File: src/rtl/router_fsm.sv
`default_nettype none
// ============================================================================
// router_fsm : header decode / load / parity sequencing control for a
//              three-port packet router, Moore-decoded strobes to router_reg.
// Revision   : 1.0
// ============================================================================
module router_fsm (
    input  logic       clk,
    input  logic       rst,
    input  logic       pkt_valid,
    input  logic [1:0] data_in,
    input  logic       fifo_full,
    input  logic       fifo_empty_0,
    input  logic       fifo_empty_1,
    input  logic       fifo_empty_2,
    input  logic       soft_reset_0,
    input  logic       soft_reset_1,
    input  logic       soft_reset_2,
    input  logic       parity_done,
    input  logic       low_pkt_valid,
    output logic       detect_add,
    output logic       lfd_state,
    output logic       ld_state,
    output logic       laf_state,
    output logic       full_state,
    output logic       write_enb_reg,
    output logic       rst_int_reg,
    output logic       busy
);

    localparam logic [2:0] DECODE_ADDRESS     = 3'd0;
    localparam logic [2:0] WAIT_TILL_EMPTY    = 3'd1;
    localparam logic [2:0] LOAD_FIRST_DATA    = 3'd2;
    localparam logic [2:0] LOAD_DATA          = 3'd3;
    localparam logic [2:0] FIFO_FULL_STATE    = 3'd4;
    localparam logic [2:0] LOAD_AFTER_FULL    = 3'd5;
    localparam logic [2:0] LOAD_PARITY        = 3'd6;
    localparam logic [2:0] CHECK_PARITY_ERROR = 3'd7;

    logic [2:0] state_q, state_d;
    logic [1:0] addr_q, addr_d;
    logic [3:0] empty_vec;
    logic [3:0] srst_vec;

    // Index 3 is the invalid address; padding keeps every select in range.
    assign empty_vec = {1'b0, fifo_empty_2, fifo_empty_1, fifo_empty_0};
    assign srst_vec  = {1'b0, soft_reset_2, soft_reset_1, soft_reset_0};

    always_comb begin
        state_d = state_q;
        addr_d  = addr_q;
        case (state_q)
            DECODE_ADDRESS: begin
                if (pkt_valid) begin
                    addr_d = data_in;
                    if (data_in != 2'b11) begin
                        state_d = empty_vec[data_in] ? LOAD_FIRST_DATA : WAIT_TILL_EMPTY;
                    end
                end
            end
            WAIT_TILL_EMPTY: begin
                if (empty_vec[addr_q]) state_d = LOAD_FIRST_DATA;
            end
            LOAD_FIRST_DATA: state_d = LOAD_DATA;
            LOAD_DATA: begin
                if (fifo_full)       state_d = FIFO_FULL_STATE;
                else if (!pkt_valid) state_d = LOAD_PARITY;
            end
            FIFO_FULL_STATE: begin
                if (!fifo_full) state_d = LOAD_AFTER_FULL;
            end
            LOAD_AFTER_FULL: begin
                if (parity_done)        state_d = DECODE_ADDRESS;
                else if (low_pkt_valid) state_d = LOAD_PARITY;
                else                    state_d = LOAD_DATA;
            end
            LOAD_PARITY: state_d = CHECK_PARITY_ERROR;
            CHECK_PARITY_ERROR: begin
                state_d = fifo_full ? FIFO_FULL_STATE : DECODE_ADDRESS;
            end
            default: state_d = DECODE_ADDRESS;
        endcase

        // Timeout on the port being loaded aborts the packet from any active state.
        if (state_q != DECODE_ADDRESS && srst_vec[addr_q]) begin
            state_d = DECODE_ADDRESS;
        end
    end

    always_ff @(posedge clk or negedge rst) begin
        if (!rst) begin
            state_q <= DECODE_ADDRESS;
            addr_q  <= 2'b00;
        end else begin
            state_q <= state_d;
            addr_q  <= addr_d;
        end
    end

    assign detect_add    = (state_q == DECODE_ADDRESS);
    assign lfd_state     = (state_q == LOAD_FIRST_DATA);
    assign ld_state      = (state_q == LOAD_DATA);
    assign laf_state     = (state_q == LOAD_AFTER_FULL);
    assign full_state    = (state_q == FIFO_FULL_STATE);
    assign rst_int_reg   = (state_q == CHECK_PARITY_ERROR);
    assign write_enb_reg = lfd_state || ld_state || laf_state || (state_q == LOAD_PARITY);
    assign busy          = !(detect_add || ld_state);

endmodule
`default_nettype wire
File: config.mk
export PLATFORM = sky130hd
export DESIGN_NAME = router_fsm
export DESIGN_NICKNAME = d
export VERILOG_FILES = /design/src/rtl/router_fsm.sv
export SDC_FILE = /design/constraint.sdc
export NUM_CORES = 1
export LEC_CHECK = 0
export ABC_CLOCK_PERIOD_IN_PS = 2000
export CORE_AREA = 5 5 42 44
export DETAILED_ROUTE_END_ITERATION = 8
export DIE_AREA = 0 0 47 49
export GPL_TIMING_DRIVEN = 0
export PLACE_DENSITY = 0.79
export SLEW_MARGIN = 20
export SYNTH_ARGS = -nofsm -noshare
export SYNTH_HDL_FRONTEND = slang
export SYNTH_SLANG_ARGS = --single-unit
File: constraint.sdc
create_clock -name clk -period 2 [get_ports clk]
set_clock_uncertainty 0.05 [all_clocks]
set_input_delay 0.4 -clock clk [delete_from_list [all_inputs] [get_ports clk]]
set_output_delay 0.4 -clock clk [all_outputs]
set_load 0.05 [all_outputs]
==> impl_results.md <==
* Syn_nets at 71
* Crit end category: output port
* Skew-Pair Late Insertion Delay at 0.24 ns
* Routed wl met2 at 609 um
* Final slew viol count at 0
* Maximum vdd drop at 992 uV
* RSZ-0062 raised after global routing: false
* Worst slew pin tran at 0.310 ns
* Async S/R FF share, synth at 1.00
* Flop and latch count out of synthesis at 5
* Top cell type's share of synthesized area at 0.242
* Setup violators final at 0
* DP Area at 757 um^2
* WS Path Type: register to output port
* Worst slew margin at 0.793
* Most used cells in the layout excluding fill and tap cells: 13 x clkdlybuf4s50_1, 7 x clkbuf_4, 7 x nor2_1
* GRT Overall Usage at 0.134
* CTS hold repair buffers at 0
* EDFF count, synth at 0
* Post-route cell area at 754 um^2
* Fin. Hold Viols at 0
* Core area at 0.00140 mm^2
* Cell Chain, Critical Path: clkbuf_4 -> nor3_4 -> buf_2
* Post-synthesis sequential area ratio at 0.242
* Outcome: finished clean
* Syn Inst Count at 57
* Drt via density at 5.43
* Placer Congestion at 0.854
* Vias in the first global route at 533
* Final core utilization at 0.538
* Yosys warns at 0
* Max_cap viols at 0
* Avg Inst Size Synth at 9.07 um^2
* DR top layer: met3
* Final worst path period share at 0.926
* Synth top area cells: dfrtp_1 24%, mux2i_1 5.8%, nor2_1 5.1%
* Num CTS Buffers at 3
* # DRC at 0
* Critical path peak fanout at 10
* Starting Density at 0.369
* CP arrival at 1.40 ns
* Mapped Area at 517 um^2
* Metal-1 WL at 602 um
* Peak per-stage delay on the critical path at 0.43 ns
* H-tree Lvls at 1
* Post-DP HPWL at 1.03 mm
* Aggregate global routing overflow at 0
* Metal3 WL at 94 um
* Drt pass-1 iters at 4
* Worst path top cell family by delay: buffers and inverters
* Yosys cell types at 32
* FP Rows at 14
* P_leak at 0.324 nW
* Die H at 49 um
* Area Growth Syn to Fin at 46.0%
* Largest net degree at the start of global routing at 11
* Setup TNS at 0 ns
* DIE WIDTH at 47 um
* Number of buffer and inverter stages on the critical path at 2
* Commonest non-fill, non-tap cell in the layout: clkdlybuf4s50_1
* Setup crit start kind: register
* Clock slew at reported path FFs at 0.05 ns
* Slowest-stage cell, CP: dfrtp_1
* Final WL at 1.31 mm
* Hold_ws at 0.325 ns
* WL/cell at 13.3 um
* Die area at 0.00230 mm^2
* First-pass GRT wire length at 2.27 mm
* Initial DRC Count at 4
* Worst setup margin at 0.149 ns
* Ant. Diodes at 0
* Layout cells sized above 1 at 0.329
* Worst slack, placed at -0.250 ns
* I/O pins at 22
* PD cells at 1610 mW/mm^2
* Initial antenna violation count at 0
* IO buf count at 21
* DR vias at 532
* Synth Flop Type: dfrtp_1
* Yosys top cell by area: dfrtp_1
* Root buffer cell: clkbuf_4
* Fmax at 540 MHz
* Clock Path Buffers at 2
* Final ANT Viol Nets at 0
* Nets at 97
* Total clock sinks at 5
* CTS tree: done
* Critical Path RT at 1.55 ns
* Final min period at 1.85 ns
* Hold WC Path Type: input pin to asynchronous set/reset pin
synth_stat cells, types with 2 or more instances:
cell type	number
buf_2	3
mux2_2	2
mux2i_1	3
dfrtp_1	5
and2_1	2
nor3_1	2
nor2_1	7
inv_1	3
nand2_1	5
o22ai_1	2
a21oi_1	2
what timing repair did:
item	CTS	global route
setup buffers	0	0
resized for setup	27	16
pin swaps	0	0
endpoints found under the hold margin	0	0
endpoints found under the setup margin	8	8
stage by stage:
step / total power, mW / cells
global placement: 1.14 / 94
finish: 1.22 / 98
CTS: 1.24 / 98
floorplan: 0.902 / 57
global route: 1.32 / 98
detailed placement: 1.15 / 94
worst register-to-register path, cell delays in order, from the launching register on:
cell       delay, ns
dfrtp_1         0.43
clkbuf_4        0.22
nor2_1          0.12
o2111ai_2       0.15
and3_4          0.19
a311oi_2        0.25
sequential cells by signal, indices dropped and copies added (netlist names):
register / flops
addr_q: 2
state_q: 3
routing by layer:
metal  track usage  vias up
met5             0        -
met4        0.0415        0
met3        0.0480        0
met2         0.199       19
met1         0.176      246
li1              -      267
final cells by class:
cell class              count  area, um^2
fillers                   135         647
multi-input cells          46         375
repair buffers             21         173
flip-flops and latches      5         126
clock buffers               4        26.3
plain buffers               3        22.5
well taps                  16        20.0
inverters                   3        11.3
power by group:
group / switching (mW) / total [mW] / internal, mW
combinational: 0.524 / 0.862 / 0.338
sequential: 0.0847 / 0.236 / 0.152
clock: 0.0411 / 0.116 / 0.0754
logic make-up after synthesis:
logic type,Yosys count,synth area share
xor gates and xnor gates,1,0.0170
buffers and inverters,6,0.0508
AOI/OAI and AO/OA,14,0.264
DFF,5,0.242
and+or+nand+nor,26,0.325
muxes,5,0.102
final timing paths:
kind	cells past startpoint	slack [ns]	from	to
setup / recovery	3	0.15	state_q[2]$_DFFE_PN0P_	detect_add
hold / removal	1	0.33	rst	addr_q[0]$_DFFE_PN0P_
setup reg to reg	5	0.50	state_q[2]$_DFFE_PN0P_	state_q[2]$_DFFE_PN0P_
hold reg to reg	1	0.60	addr_q[0]$_DFFE_PN0P_	addr_q[0]$_DFFE_PN0P_
max in group asynchronous	1	1.37	rst	state_q[1]$_DFFE_PN0P_
min in group clk	1	0.60	addr_q[0]$_DFFE_PN0P_	addr_q[0]$_DFFE_PN0P_
Note: power is estimated with default switching activity, not from simulation.
